===== config.mk =====
export PLATFORM = sky130hd
export DESIGN_NAME = rv32i_ctl_exec
export DESIGN_NICKNAME = d
export VERILOG_FILES = /design/src/rtl/rv32i_ctl_exec.sv
export SDC_FILE = /design/constraint.sdc
export NUM_CORES = 1
export LEC_CHECK = 0
export ABC_AREA = 1
export ABC_CLOCK_PERIOD_IN_PS = 6800
export CAP_MARGIN = 25
export CORE_MARGIN = 4
export CORE_UTILIZATION = 43
export CTS_BUF_LIST = sky130_fd_sc_hd__clkbuf_2 sky130_fd_sc_hd__clkbuf_4 sky130_fd_sc_hd__clkbuf_8
export DETAILED_ROUTE_END_ITERATION = 10
export MAX_ROUTING_LAYER = met4
export PLACE_DENSITY = 0.65
export SETUP_SLACK_MARGIN = 0.1
export SYNTH_ARGS = -nofsm -noshare
export SYNTH_HDL_FRONTEND = slang
export SYNTH_SLANG_ARGS = --single-unit

===== constraint.sdc =====
create_clock -name clk -period 6.8 [get_ports clk]
set_clock_uncertainty 0.1 [all_clocks]
set_input_delay 1.02 -clock clk [delete_from_list [all_inputs] [get_ports clk]]
set_output_delay 1.02 -clock clk [all_outputs]
set_load 0.05 [all_outputs]

===== src/rtl/rv32i_ctl_exec.sv =====
// rv32i_ctl_exec: control FSM, instruction decoder and ALU for the multicycle RV32I core.
//
// Each instruction takes four enabled cycles: FETCH -> DECODE -> EXECUTE -> WRITEBACK.
// The decoder registers its fields at the end of DECODE. The ALU registers its result
// and compare flags at the end of EXECUTE. PC and rd are committed at the WRITEBACK edge.
//
// Ports
//   clk, reset            rising-edge clock; synchronous active-high reset (wins over ce)
//   ce                    clock enable; low freezes state, decoder and ALU registers
//   instr, pc             current IR and PC contents
//   rs1_val, rs2_val      register-file read data
//   fetch_en              load IR from memory (FETCH)
//   pc_inc, pc_in_sel     PC update strobe and source select (1: pc+4 / pc+imm, 0: jalr target)
//   branch_taken          take pc+imm
//   regfile_ce/_we        register-file enable / rd write strobe
//   rd_idx/rs1_idx/rs2_idx  decoded register indices
//   imm                   decoded sign-extended immediate
//   rs1_sel, rs2_sel      ALU operand selects (rs1_val/pc, rs2_val/imm)
//   rd_in_sel             rd source: 01 imm, 10 alu_result, 00 pc+4
//   alu_result, alu_flags registered ALU result and {ltu, lt, zero}
//   illegal               decoded opcode unsupported (instruction executes as a NOP)
//
// state     | meaning
// ----------+------------------------------------------------------
// FETCH     | IR load from memory
// DECODE    | decoder registers capture instr, register file read
// EXECUTE   | ALU registers capture result and flags
// WRITEBACK | PC update and optional rd write

module rv32i_ctl_exec (
  input  logic        clk,
  input  logic        reset,
  input  logic        ce,
  input  logic [31:0] instr,
  input  logic [31:0] pc,
  input  logic [31:0] rs1_val,
  input  logic [31:0] rs2_val,
  output logic        fetch_en,
  output logic        pc_inc,
  output logic        pc_in_sel,
  output logic        branch_taken,
  output logic        regfile_ce,
  output logic        regfile_we,
  output logic [4:0]  rd_idx,
  output logic [4:0]  rs1_idx,
  output logic [4:0]  rs2_idx,
  output logic [31:0] imm,
  output logic        rs1_sel,
  output logic        rs2_sel,
  output logic [1:0]  rd_in_sel,
  output logic [31:0] alu_result,
  output logic [2:0]  alu_flags,
  output logic        illegal
);

  typedef enum logic [1:0] {
    S_FETCH,
    S_DECODE,
    S_EXECUTE,
    S_WRITEBACK
  } state_e;

  typedef enum logic [3:0] {
    ALU_ADD,
    ALU_SUB,
    ALU_SLL,
    ALU_SLT,
    ALU_SLTU,
    ALU_XOR,
    ALU_SRL,
    ALU_SRA,
    ALU_OR,
    ALU_AND
  } alu_op_e;

  localparam logic [6:0] OPC_OP     = 7'b0110011;
  localparam logic [6:0] OPC_OP_IMM = 7'b0010011;
  localparam logic [6:0] OPC_LUI    = 7'b0110111;
  localparam logic [6:0] OPC_AUIPC  = 7'b0010111;
  localparam logic [6:0] OPC_JAL    = 7'b1101111;
  localparam logic [6:0] OPC_JALR   = 7'b1100111;
  localparam logic [6:0] OPC_BRANCH = 7'b1100011;
  localparam logic [6:0] OPC_LOAD   = 7'b0000011;
  localparam logic [6:0] OPC_STORE  = 7'b0100011;

  // ---------------------------------------------------------------------------
  // Control FSM
  // ---------------------------------------------------------------------------
  state_e state_q, state_d;
  logic   dec_en;
  logic   alu_en;
  logic   writes_q;

  always_ff @(posedge clk) begin
    if (reset) begin
      state_q <= S_FETCH;
    end else if (ce) begin
      state_q <= state_d;
    end
  end

  always_comb begin
    state_d    = state_q;
    fetch_en   = 1'b0;
    pc_inc     = 1'b0;
    regfile_ce = 1'b0;
    regfile_we = 1'b0;
    dec_en     = 1'b0;
    alu_en     = 1'b0;
    case (state_q)
      S_FETCH: begin
        fetch_en = 1'b1;
        state_d  = S_DECODE;
      end
      S_DECODE: begin
        dec_en     = 1'b1;
        regfile_ce = 1'b1;
        state_d    = S_EXECUTE;
      end
      S_EXECUTE: begin
        alu_en  = 1'b1;
        state_d = S_WRITEBACK;
      end
      S_WRITEBACK: begin
        // Commit strobes are suppressed while reset is asserted so that an
        // aborted instruction never updates PC or rd on the reset edge.
        pc_inc     = ~reset;
        regfile_ce = 1'b1;
        regfile_we = writes_q & ~reset;
        state_d    = S_FETCH;
      end
      default: state_d = S_FETCH;
    endcase
  end

  // ---------------------------------------------------------------------------
  // Decoder
  // ---------------------------------------------------------------------------
  logic [6:0]  opcode;
  logic [2:0]  funct3;
  logic [31:0] imm_i, imm_s, imm_b, imm_u, imm_j;

  logic [31:0] imm_d;
  logic        rs1_sel_d, rs2_sel_d, writes_d, pc_in_sel_d;
  logic        is_branch_d, is_jal_d, illegal_d;
  logic [1:0]  rd_in_sel_d;
  alu_op_e     alu_op_d;

  logic        is_branch_q, is_jal_q;
  logic [2:0]  funct3_q;
  alu_op_e     alu_op_q;

  assign opcode = instr[6:0];
  assign funct3 = instr[14:12];
  assign imm_i  = {{20{instr[31]}}, instr[31:20]};
  assign imm_s  = {{20{instr[31]}}, instr[31:25], instr[11:7]};
  assign imm_b  = {{19{instr[31]}}, instr[31], instr[7], instr[30:25], instr[11:8], 1'b0};
  assign imm_u  = {instr[31:12], 12'b0};
  assign imm_j  = {{11{instr[31]}}, instr[31], instr[19:12], instr[20], instr[30:21], 1'b0};

  // alt selects SUB for funct3=000 and SRA for funct3=101.
  function automatic alu_op_e alu_decode(input logic [2:0] f3, input logic alt);
    alu_op_e op;
    case (f3)
      3'b000:  op = alt ? ALU_SUB : ALU_ADD;
      3'b001:  op = ALU_SLL;
      3'b010:  op = ALU_SLT;
      3'b011:  op = ALU_SLTU;
      3'b100:  op = ALU_XOR;
      3'b101:  op = alt ? ALU_SRA : ALU_SRL;
      3'b110:  op = ALU_OR;
      default: op = ALU_AND;
    endcase
    return op;
  endfunction

  always_comb begin
    imm_d       = 32'b0;
    rs1_sel_d   = 1'b0;
    rs2_sel_d   = 1'b0;
    rd_in_sel_d = 2'b00;
    writes_d    = 1'b0;
    pc_in_sel_d = 1'b1;
    is_branch_d = 1'b0;
    is_jal_d    = 1'b0;
    illegal_d   = 1'b0;
    alu_op_d    = ALU_ADD;
    case (opcode)
      OPC_OP: begin
        rs1_sel_d   = 1'b1;
        rs2_sel_d   = 1'b1;
        rd_in_sel_d = 2'b10;
        writes_d    = 1'b1;
        alu_op_d    = alu_decode(funct3, instr[30]);
      end
      OPC_OP_IMM: begin
        imm_d       = imm_i;
        rs1_sel_d   = 1'b1;
        rd_in_sel_d = 2'b10;
        writes_d    = 1'b1;
        // instr[30] is an immediate bit for ADDI; it only selects SRAI.
        alu_op_d    = alu_decode(funct3, (funct3 == 3'b101) & instr[30]);
      end
      OPC_LUI: begin
        imm_d       = imm_u;
        rd_in_sel_d = 2'b01;
        writes_d    = 1'b1;
      end
      OPC_AUIPC: begin
        imm_d       = imm_u;
        rd_in_sel_d = 2'b10;
        writes_d    = 1'b1;
      end
      OPC_JAL: begin
        imm_d    = imm_j;
        writes_d = 1'b1;
        is_jal_d = 1'b1;
      end
      OPC_JALR: begin
        imm_d       = imm_i;
        rs1_sel_d   = 1'b1;
        writes_d    = 1'b1;
        pc_in_sel_d = 1'b0;
      end
      OPC_BRANCH: begin
        imm_d       = imm_b;
        rs1_sel_d   = 1'b1;
        rs2_sel_d   = 1'b1;
        is_branch_d = 1'b1;
        alu_op_d    = ALU_SUB;
      end
      OPC_LOAD: begin
        imm_d     = imm_i;
        illegal_d = 1'b1;
      end
      OPC_STORE: begin
        imm_d     = imm_s;
        illegal_d = 1'b1;
      end
      default: illegal_d = 1'b1;
    endcase
  end

  always_ff @(posedge clk) begin
    if (reset) begin
      rd_idx      <= 5'b0;
      rs1_idx     <= 5'b0;
      rs2_idx     <= 5'b0;
      imm         <= 32'b0;
      rs1_sel     <= 1'b0;
      rs2_sel     <= 1'b0;
      rd_in_sel   <= 2'b00;
      writes_q    <= 1'b0;
      pc_in_sel   <= 1'b0;
      is_branch_q <= 1'b0;
      is_jal_q    <= 1'b0;
      illegal     <= 1'b0;
      funct3_q    <= 3'b0;
      alu_op_q    <= ALU_ADD;
    end else if (ce && dec_en) begin
      rd_idx      <= instr[11:7];
      rs1_idx     <= instr[19:15];
      rs2_idx     <= instr[24:20];
      imm         <= imm_d;
      rs1_sel     <= rs1_sel_d;
      rs2_sel     <= rs2_sel_d;
      rd_in_sel   <= rd_in_sel_d;
      writes_q    <= writes_d;
      pc_in_sel   <= pc_in_sel_d;
      is_branch_q <= is_branch_d;
      is_jal_q    <= is_jal_d;
      illegal     <= illegal_d;
      funct3_q    <= funct3;
      alu_op_q    <= alu_op_d;
    end
  end

  // ---------------------------------------------------------------------------
  // ALU
  // ---------------------------------------------------------------------------
  logic [31:0] op1, op2, alu_res_d;
  logic [4:0]  shamt;
  logic        lt, ltu;

  assign op1   = rs1_sel ? rs1_val : pc;
  assign op2   = rs2_sel ? rs2_val : imm;
  assign shamt = op2[4:0];
  assign lt    = $signed(op1) < $signed(op2);
  assign ltu   = op1 < op2;

  always_comb begin
    alu_res_d = 32'b0;
    case (alu_op_q)
      ALU_ADD:  alu_res_d = op1 + op2;
      ALU_SUB:  alu_res_d = op1 - op2;
      ALU_SLL:  alu_res_d = op1 << shamt;
      ALU_SLT:  alu_res_d = {31'b0, lt};
      ALU_SLTU: alu_res_d = {31'b0, ltu};
      ALU_XOR:  alu_res_d = op1 ^ op2;
      ALU_SRL:  alu_res_d = op1 >> shamt;
      ALU_SRA:  alu_res_d = $unsigned($signed(op1) >>> shamt);
      ALU_OR:   alu_res_d = op1 | op2;
      ALU_AND:  alu_res_d = op1 & op2;
      default:  alu_res_d = 32'b0;
    endcase
  end

  always_ff @(posedge clk) begin
    if (reset) begin
      alu_result <= 32'b0;
      alu_flags  <= 3'b0;
    end else if (ce && alu_en) begin
      alu_result <= alu_res_d;
      alu_flags  <= {ltu, lt, (alu_res_d == 32'b0)};
    end
  end

  // ---------------------------------------------------------------------------
  // Branch resolution from registered flags
  // ---------------------------------------------------------------------------
  logic br_cond;

  always_comb begin
    br_cond = 1'b0;
    case (funct3_q)
      3'b000:  br_cond = alu_flags[0];
      3'b001:  br_cond = ~alu_flags[0];
      3'b100:  br_cond = alu_flags[1];
      3'b101:  br_cond = ~alu_flags[1];
      3'b110:  br_cond = alu_flags[2];
      3'b111:  br_cond = ~alu_flags[2];
      default: br_cond = 1'b0;
    endcase
  end

  assign branch_taken = is_jal_q | (is_branch_q & br_cond);

endmodule


==> flow_summary.json, run 1 <==
{
  "status": "finished clean",
  "drt-wirelength-per-cell_um": 23.1,
  "leakage_nw": 8.68,
  "gp_congestion": 1.10,
  "drv_cap": 0,
  "cts_setup_buffers": 0,
  "worstHoldPathType": "reg2reg",
  "clk_path_buf_depth": 2,
  "cts_buffers": 9,
  "dr.pass1.iters": 6,
  "synth_cell_types": 45,
  "p_per_area_nw_per_um2": 121,
  "drt-initial-drc-count": 2702,
  "multi_input_area_um2": 10800,
  "post-place-ws_ns": 1.46,
  "ir_worst_vdd_uv": 168,
  "netlist_area_um2": 14600,
  "grt_pass1_vias": 18300,
  "root_buffer": "clkbuf_8",
  "core_um2": 33500,
  "grt_pass1_wl_um": 113000,
  "rsz0062_at_grt": "false",
  "period_minus_slack_ns": 5.33,
  "ys_ff_latch": 100,
  "drc_errors": 0,
  "h-tree-depth": 3,
  "worst_slew_pin_slew_ns": 0.966,
  "fin_setup_tns_ns": 0,
  "critical-path-top-delay-family": "simple AND/OR/NAND/NOR gates",
  "synth_edf_count": 0,
  "synth_nets": 3013,
  "grt.overflow.total": 0,
  "crit_path_max_fanout": 34,
  "cp.arrival_ns": 5.56,
  "grt_use_total": 0.417,
  "cp_num_buf_inv": 1,
  "synth_warnings": 0,
  "regArea_um2": 2000,
  "slew_headroom": 0.349,
  "die-area_um2": 37100,
  "synthArstFlopShare": 0,
  "grt_start_max_net_pins": 79,
  "num_vias": 20100,
  "critPathRequiredTime_ns": 7.03,
  "maxSlewViolCount": 0,
  "max_stage_delay_ns": 0.87,
  "ios": 224,
  "initial_core_util": 0.437,
  "finalPower_mw": 2.11,
  "syn_avg_cell_area_um2": 5.27,
  "utilization": 0.518,
  "crit_slowest_cell": "dfxtp_1",
  "antenna_left": 0,
  "viasPerCell": 5.95,
  "synth_flop_cell": "dfxtp_1",
  "end_kind": "flop",
  "synth_top_area_frac": 0.238,
  "post-route-period-util": 0.784,
  "area_delta_synth_final_pct": 18.6,
  "post_route_cells_drive_above_1_share": 0.0318,
  "cts_tree": "yes",
  "hold_viol": 0,
  "dp_hpwl_um": 63100,
  "cp-start-kind": "flop",
  "synth_top_cell_by_area": "nand2_1",
  "cts_hold_buf": 0,
  "final_nets": 3155,
  "crit_path_cell_trace": "inv_4 -> or2_2 -> o21ai_0 -> ha_1 -> a21oi_1 -> nand2_1 -> nand2_1 -> nand2_1 -> nand2_1 -> o21ai_0 -> nand2_1 -> nand3b_1 -> nor2_1 -> nand2_1 -> nor2_1 -> nand2_1 -> nor2_1 -> nand3_1 -> a21oi_1",
  "antenna_found_initial": 1,
  "worstSetupPathType": "reg2reg",
  "fillers": 3636,
  "clkTransAtPathRegs_ns": 0.11,
  "cts-resized-gates": 0,
  "fp-row-count": 67,
  "die_w_um": 193,
  "setup_viol": 0,
  "whs_ns": 0.377,
  "timing.fmax_mhz": 187,
  "yosys-top-cells-area": "nand2_1 24%, nand3_1 15%, dfxtp_1 14%",
  "layout_setup_ws_ns": 1.47,
  "finalWirelength_um": 78100,
  "synth-seq-area-share": 0.137,
  "reg2reg_slack_ns": 1.47,
  "clkSinkCount": 100,
  "clock_latency_ns": 0.39,
  "netlist_instances": 2779,
  "crit_top_cell": "nand2_1",
  "io_buffers": 223,
  "fp.dieH_um": 193
}
-- cells in the final DEF, fill, tap and decap left out, types with 8 or more instances in the layout --
cell type        Yosys  final
clkdlybuf4s50_1      0    223
nor3_1              25     25
nand4_1             30     30
o211ai_1            37     37
a21oi_1            149    149
o21ai_0            154    154
or2_2               30     30
o21bai_1            12     12
nor2_1             239    239
nand3_1            432    432
dfxtp_1            100    100
clkbuf_8             0     11
nor4_1               8      8
inv_1              328    327
nand2_1            930    930
ha_1               101    101
o22ai_1             16     16
buf_4                2     25
-- synth_stat cells (30+ instances only) --
library cell and number:
nand2_1 930, nand3_1 432, inv_1 328, nor2_1 239
o21ai_0 154, a21oi_1 149, ha_1 101, dfxtp_1 100
clkbuf_1 65, buf_2 44, o211ai_1 37, nand4_1 30
or2_2 30
-- sequential cells by signal, summed over array words and instances (netlist names) --
signal	count
alu_result	32
alu_flags	3
rd_in_sel	2
pc_in_sel	1
writes_q	1
alu_op_q	4
rd_idx	5
imm	32
is_jal_q	1
rs1_sel	1
rs1_idx	5
is_branch_q	1
illegal	1
rs2_idx	5
state_q	2
funct3_q	3
rs2_sel	1
-- layout make-up --
cell class / instances / share of cell area
Multi-Input combinational cell: 2220 / 0.624
Timing Repair Buffer: 252 / 0.143
Sequential cell: 100 / 0.115
Inverter: 338 / 0.0733
Tap cell: 448 / 0.0323
Clock buffer: 11 / 0.00872
Clock inverter: 5 / 0.00382
Antenna cell: 1 / 0.000144
-- per-stage QoR --
step / cells / cell area [µm²]
2_1_floorplan: 2779 / 14600
3_3_place_gp: 3355 / 17100
3_5_place_dp: 3355 / 17100
4_1_cts: 3371 / 17300
5_1_grt: 3375 / 17400
6_report: 3375 / 17400
-- path summary, 6_finish.rpt --
check,from,to,depth (start not counted)
setup / recovery,rs2_sel,alu_flags[0],19
hold / removal,is_branch_q,is_branch_q,2
setup reg to reg,rs2_sel,alu_flags[0],19
hold reg to reg,is_branch_q,is_branch_q,2
-- tightest hold or removal path, stage by stage, from the launching register on --
cell and delay (ns):
dfxtp_1 0.33, nand2_1 0.06, a21oi_1 0.06
-- logic make-up (layout without fill, tap and decap cells) --
logic type | count (synthesis) | in the layout | synth area share
flip-flops | 100 | 100 | 0.137
adder cells (fa/ha/maj) | 103 | 103 | 0.0890
AND/OR/NAND/NOR | 1709 | 1709 | 0.492
other | 0 | 1 | 0
multiplexers | 1 | 1 | 0.000683
XOR/XNOR | 3 | 3 | 0.00179
buffers and inverters | 459 | 606 | 0.125
AO/OA/AOI/OAI | 404 | 404 | 0.155
-- report_power, final --
| part | leakage (nW) | total (mW) | internal [mW] | switching [mW] |
|---|---|---|---|---|
| registers | 0.812 | 0.628 | 0.610 | 0.0177 |
| logic | 7.76 | 1.06 | 0.314 | 0.743 |
| clock network | 0.108 | 0.423 | 0.195 | 0.229 |
-- metal layers --
| metal | share of wire | vias to the layer above | global-route usage |
|---|---|---|---|
| li1 | - | 9315 | - |
| met1 | 0.41 | 9167 | 0.549 |
| met2 | 0.41 | 1368 | 0.601 |
| met3 | 0.12 | 243 | 0.0794 |
| met4 | 0.069 | 0 | 0.227 |
| met5 | 0 | - | - |
Note: power is estimated with default switching activity, not from simulation.
==> run 2, diff against run 1 <==
--- a/config.mk
+++ b/config.mk
@@ -6,7 +6,7 @@
 export NUM_CORES = 1
 export LEC_CHECK = 0
 export ABC_AREA = 1
-export ABC_CLOCK_PERIOD_IN_PS = 6800
+export ABC_CLOCK_PERIOD_IN_PS = 5400
 export CAP_MARGIN = 25
 export CORE_MARGIN = 4
 export CORE_UTILIZATION = 43
==> constraint.sdc (replaced) <==
create_clock -name clk -period 5.4 [get_ports clk]
set_clock_uncertainty 0.1 [all_clocks]
set_input_delay 0.81 -clock clk [delete_from_list [all_inputs] [get_ports clk]]
set_output_delay 0.81 -clock clk [all_outputs]
set_load 0.05 [all_outputs]
==> run 2 against run 1 <==
Worst setup slack worse by 0.99 ns. Utilization grew 0.47 points. Clock-buffer cell count down 2. Sequential share of layout area down 0.10 points. Combinational power grew 28%. Clock power rose by 15%. Non-clock buffer count increased by 24. Register-to-register slack got worse by 0.99 ns. Via count is 0.71% higher. Design area is 0.91% higher. Critical endpoint unchanged. Largest power group unchanged.
==> flow_summary.json, run 2 (synthesis results as in run 1) <==
{
  "viasPerCell": 5.94,
  "h-tree-depth": 3,
  "critPathRequiredTime_ns": 5.64,
  "wl_met2_um": 33100,
  "drt-initial-drc-count": 2537,
  "clk_path_buf_depth": 2,
  "combPwrFrac": 0.515,
  "layout_setup_ws_ns": 0.475,
  "post-route-period-util": 0.912,
  "final_common_cell": "nand2_1",
  "ir_worst_vdd_uv": 199,
  "worst_slew_pin_slew_ns": 1.02,
  "initial_core_util": 0.437,
  "final_nets": 3179,
  "fp-row-count": 67,
  "num_vias": 20200,
  "clockPowerShare": 0.184,
  "r2r_end": "alu_flags[0]",
  "io_buffers": 223,
  "final_area_um2": 17500,
  "crit_path_start": "rs2_val[5]",
  "gp_congestion": 1.14,
  "clock_latency_ns": 0.40,
  "timing.fmax_mhz": 203,
  "drc_errors": 0,
  "antenna_found_initial": 7,
  "clkSinkCount": 100,
  "drt-wirelength-per-cell_um": 23.2,
  "worstSetupPathType": "in2reg",
  "core_um2": 33500,
  "area_delta_synth_final_pct": 19.6,
  "cp.arrival_ns": 5.17,
  "grt_pass1_vias": 18600,
  "r2r-start": "rs2_sel",
  "worstHoldPathType": "reg2reg",
  "hold_viol": 0,
  "p_per_area_nw_per_um2": 150,
  "multi_input_area_um2": 10800,
  "crit_path_max_fanout": 7,
  "finalWirelength_um": 79200,
  "worstHoldPathCells": 2,
  "fin_setup_tns_ns": 0,
  "p_switching_mw": 1.27,
  "min_to": "is_branch_q",
  "grt_pass1_wl_um": 115000,
  "maxSlewViolCount": 0,
  "final_cell_mix": "930 x nand2_1, 432 x nand3_1, 327 x inv_1",
  "ios": 224,
  "fp.dieH_um": 193,
  "cts_hold_buf": 0,
  "p_sw_frac": 0.484,
  "seqPwrFrac": 0.300,
  "wl_met1_um": 30800,
  "regArea_um2": 2000,
  "antenna_left": 0,
  "routed.top_layer": "met4",
  "post-place-ws_ns": 0.286,
  "dp_hpwl_um": 64300,
  "end_kind": "flop",
  "hp-start": "is_branch_q",
  "r2r_cells": 22,
  "placed_area_um2": 17300,
  "slew_headroom": 0.311,
  "grt_start_max_net_pins": 66,
  "period_minus_slack_ns": 4.92,
  "fillers": 3620,
  "leakage_nw": 8.78,
  "grt.overflow.total": 0,
  "cts_tree": "yes",
  "setup_viol": 0,
  "post_route_cells_drive_above_1_share": 0.0400,
  "rsz0062_at_grt": "false",
  "reg2reg_slack_ns": 0.48,
  "reg_top3": "alu_result: 32 flops, imm: 32 flops",
  "grt_use_total": 0.424,
  "die-area_um2": 37100,
  "root_buffer": "clkbuf_8",
  "cell_internal_pwr_mw": 1.36,
  "cts_buffers": 9,
  "die_w_um": 193,
  "clkTransAtPathRegs_ns": 0.12,
  "cts-resized-gates": 0,
  "dr.pass1.iters": 9,
  "drv_cap": 0,
  "status": "finished clean",
  "wl_met3_um": 9700,
  "cts_setup_buffers": 0,
  "cp-start-kind": "input pin"
}
run 2: per-layer routing:
layer,GRT usage,up-vias
met5,-,-
met4,0.232,0
met3,0.108,265
met2,0.633,1430
met1,0.523,9172
li1,-,9368
run 2: how the worst max path moves through the flow:
| stage | endpoint | cells past startpoint | slack, ns |
|---|---|---|---|
| 2_1_floorplan | alu_flags[0] | 25 | 1.73 |
| 3_3_place_gp | alu_flags[0] | 23 | 0.18 |
| 3_5_place_dp | alu_flags[0] | 23 | 0.29 |
| 4_1_cts | alu_flags[0] | 23 | 0.71 |
| 5_1_grt | alu_flags[0] | 24 | 0.28 |
| 6_report | alu_flags[0] | 23 | 0.48 |
run 2: area by class of cell:
class                      instances  share of cell area
multi-input combinational       2220               0.618
timing repair buffer             276               0.151
sequential                       100               0.114
inverter                         338              0.0727
tap                              448              0.0320
clock buffer                       9             0.00707
clock inverter                     7             0.00357
antenna                            7            0.000999
run 2: power by group through the flow:
stage | registers [mW] | clock network (mW) | logic [mW]
floorplan | 0.893 | 0 | 0.677
global placement | 0.804 | 0 | 1.30
detailed placement | 0.805 | 0 | 1.30
CTS | 0.789 | 0.481 | 1.31
global route | 0.793 | 0.507 | 1.45
finish | 0.790 | 0.485 | 1.36
run 2: worst max-delay path, stage by stage:
cell,delay (ns)
clkdlybuf4s50_1,0.40
or2_2,0.28
o21ai_0,0.34
ha_1,0.46
inv_1,0.20
nand2_1,0.08
nand2_1,0.10
inv_1,0.05
nand2_1,0.21
nand2_1,0.08
nand2_1,0.06
o21ai_0,0.09
nor2_1,0.50
nand2_1,0.20
inv_1,0.13
nand2_1,0.16
a21oi_1,0.24
nand2_1,0.08
nor2_1,0.19
nand2_1,0.15
nor2_1,0.11
nand3_1,0.10
a21oi_1,0.13
run 2: metrics by stage:
step | hold slack [ns] | instances | util | power (mW)
floorplan | 0.345 | 2779 | - | 1.57
global placement | 0.356 | 3381 | 0.516 | 2.10
detailed placement | 0.365 | 3381 | 0.516 | 2.11
CTS | 0.381 | 3397 | 0.522 | 2.58
global route | 0.397 | 3405 | 0.523 | 2.75
finish | 0.385 | 3405 | 0.523 | 2.63
==> run 3, diff against run 2 <==
--- a/config.mk
+++ b/config.mk
@@ -6,7 +6,7 @@
 export NUM_CORES = 1
 export LEC_CHECK = 0
 export ABC_AREA = 1
-export ABC_CLOCK_PERIOD_IN_PS = 5400
+export ABC_CLOCK_PERIOD_IN_PS = 5800
 export CAP_MARGIN = 25
 export CORE_MARGIN = 4
 export CORE_UTILIZATION = 43
==> constraint.sdc (replaced) <==
create_clock -name clk -period 5.8 [get_ports clk]
set_clock_uncertainty 0.1 [all_clocks]
set_input_delay 0.87 -clock clk [delete_from_list [all_inputs] [get_ports clk]]
set_output_delay 0.87 -clock clk [all_outputs]
set_load 0.05 [all_outputs]
==> run 3 against run 2 <==
Sequential power shrank 7.0%. Non-clock buffer count shrank 8. Worst setup slack gained 0.10 ns. Clock-buffer cell count grew 2. Die area is the same. First-iteration DRC count grew 1.7%. Final cell count shrank 0.38%. Flip-flop and latch count is the same. Clock power shrank 7.2%. Global-route usage shrank 0.65 points. Routed wire length shrank 2.2%. Combinational power shrank 8%. Largest cell class unchanged. Largest power group unchanged.
==> flow_summary.json, run 3 (synthesis results as in run 1) <==
{
  "fp-row-count": 67,
  "num_vias": 20100,
  "cts-resized-gates": 0,
  "dp.cells": 3374,
  "grt_start_max_net_pins": 66,
  "critPathRequiredTime_ns": 6.03,
  "layout_setup_ws_ns": 0.575,
  "ir_worst_vdd_uv": 178,
  "period_minus_slack_ns": 5.22,
  "cts_tree": "yes",
  "cp.arrival_ns": 5.46,
  "max_stage_delay_ns": 0.65,
  "dr.pass1.iters": 8,
  "rsz0062_at_grt": "false",
  "grt_pass1_wl_um": 114000,
  "finalPower_mw": 2.43,
  "post_route_cells_drive_above_1_share": 0.0374,
  "drt-wirelength-per-cell_um": 22.8,
  "fin_setup_tns_ns": 0,
  "maxSlewViolCount": 0,
  "crit_slowest_cell": "ha_1",
  "worstSetupPathType": "reg2reg",
  "viasPerCell": 5.92,
  "crit_path_cell_trace": "buf_4 -> inv_4 -> or2_2 -> o21ai_0 -> ha_1 -> nand2_1 -> nor2_1 -> nand2_1 -> nand2_1 -> nand2_1 -> nand3_1 -> nand2_1 -> nor2_1 -> nand3_1 -> nor2_1 -> nand2_1 -> nor2_1 -> nand2_1 -> nor2_1 -> nand3_1 -> a21oi_1",
  "finalWirelength_um": 77500,
  "grt_use_total": 0.417,
  "gp_congestion": 1.13,
  "post-route-period-util": 0.901,
  "drt-initial-drc-count": 2579,
  "post-place-ws_ns": 0.606,
  "die-area_um2": 37100,
  "leakage_nw": 8.74,
  "status": "finished clean",
  "p_per_area_nw_per_um2": 140,
  "core_um2": 33500,
  "setup_viol": 0,
  "ios": 224,
  "crit_path_max_fanout": 34,
  "initial_core_util": 0.437,
  "clkSinkCount": 100,
  "slew_headroom": 0.217,
  "cts_setup_buffers": 0,
  "cts_buffers": 9,
  "h-tree-depth": 3,
  "cts_hold_buf": 0,
  "final_nets": 3171,
  "die_w_um": 193,
  "fillers": 3568,
  "fp.dieH_um": 193,
  "clk_path_buf_depth": 2,
  "final_cells": 3392,
  "io_buffers": 223,
  "dp_hpwl_um": 62900,
  "antenna_found_initial": 1,
  "clock_latency_ns": 0.40,
  "cp-start-kind": "flop",
  "grt.overflow.total": 0,
  "worst_slew_pin_slew_ns": 1.16,
  "area_delta_synth_final_pct": 19.0,
  "root_buffer": "clkbuf_8",
  "grt_pass1_vias": 18600,
  "worstHoldPathType": "reg2reg",
  "end_kind": "flop",
  "timing.fmax_mhz": 191,
  "drc_errors": 0,
  "hold_viol": 0,
  "clkTransAtPathRegs_ns": 0.11,
  "final_cell_mix": "930 x nand2_1, 432 x nand3_1, 327 x inv_1",
  "crit_top_cell": "nand2_1",
  "final_common_cell": "nand2_1",
  "antenna_left": 0,
  "reg_top3": "alu_result: 32 flops, imm: 32 flops",
  "drv_cap": 0
}
[run 3: cell types whose count changed in the layout (fill, tap and decap cells not counted), moves of 2 or more]
cell / previous run / this run
buf_4: 52 / 45
buf_12: 2 / 0
clkbuf_8: 9 / 11
diode_2: 7 / 2
clkinvlp_4: 2 / 0
[run 3: final timing paths]
check | slack (ns) | from | depth (start not counted) | endpoint
max | 0.58 | rs2_sel | 21 | alu_flags[0]
min | 0.38 | pc_in_sel | 2 | pc_in_sel
max reg2reg | 0.58 | rs2_sel | 21 | alu_flags[0]
min reg2reg | 0.38 | pc_in_sel | 2 | pc_in_sel
[run 3: area by class of cell]
cell class / count / area, µm² / share of cell area
sequential: 100 / 2000 / 0.115
clock buffer: 11 / 151 / 0.00868
multi-input combinational: 2220 / 10800 / 0.621
inverter: 338 / 1270 / 0.0731
antenna: 2 / 5.00 / 0.000287
clock inverter: 5 / 42.5 / 0.00244
tap: 448 / 561 / 0.0322
timing repair buffer: 268 / 2560 / 0.147
[run 3: where the power goes]
part           leakage, nW  switching [mW]  internal [mW]
clock network        0.102           0.265          0.185
logic                 7.83           0.871          0.377
registers            0.812          0.0203          0.715
[run 3: through the flow]
| step | cell area [µm²] | utilization | hold slack, ns |
|---|---|---|---|
| 6_report | 17400 | 0.520 | 0.384 |
| 3_5_place_dp | 17200 | 0.514 | 0.364 |
| 4_1_cts | 17400 | 0.520 | 0.385 |
| 3_3_place_gp | 17200 | 0.514 | 0.354 |
| 2_1_floorplan | 14600 | - | 0.345 |
| 5_1_grt | 17400 | 0.520 | 0.402 |
[run 3: metal layers]
layer | vias to the layer above | share of wire | global-route usage
li1 | 9343 | - | -
met1 | 9138 | 0.40 | 0.527
met2 | 1353 | 0.42 | 0.613
met3 | 232 | 0.12 | 0.101
met4 | 0 | 0.064 | 0.225
met5 | - | 0 | -
[run 3: critical path, delay by kind of cell, from the launching register on]
family | cells | cell delay (ns)
AND/OR/NAND/NOR | 16 | 3.06
buffers and inverters | 2 | 0.53
adder cells (fa/ha/maj) | 1 | 0.65
AO/OA/AOI/OAI | 2 | 0.49
flip-flops | 1 | 0.32
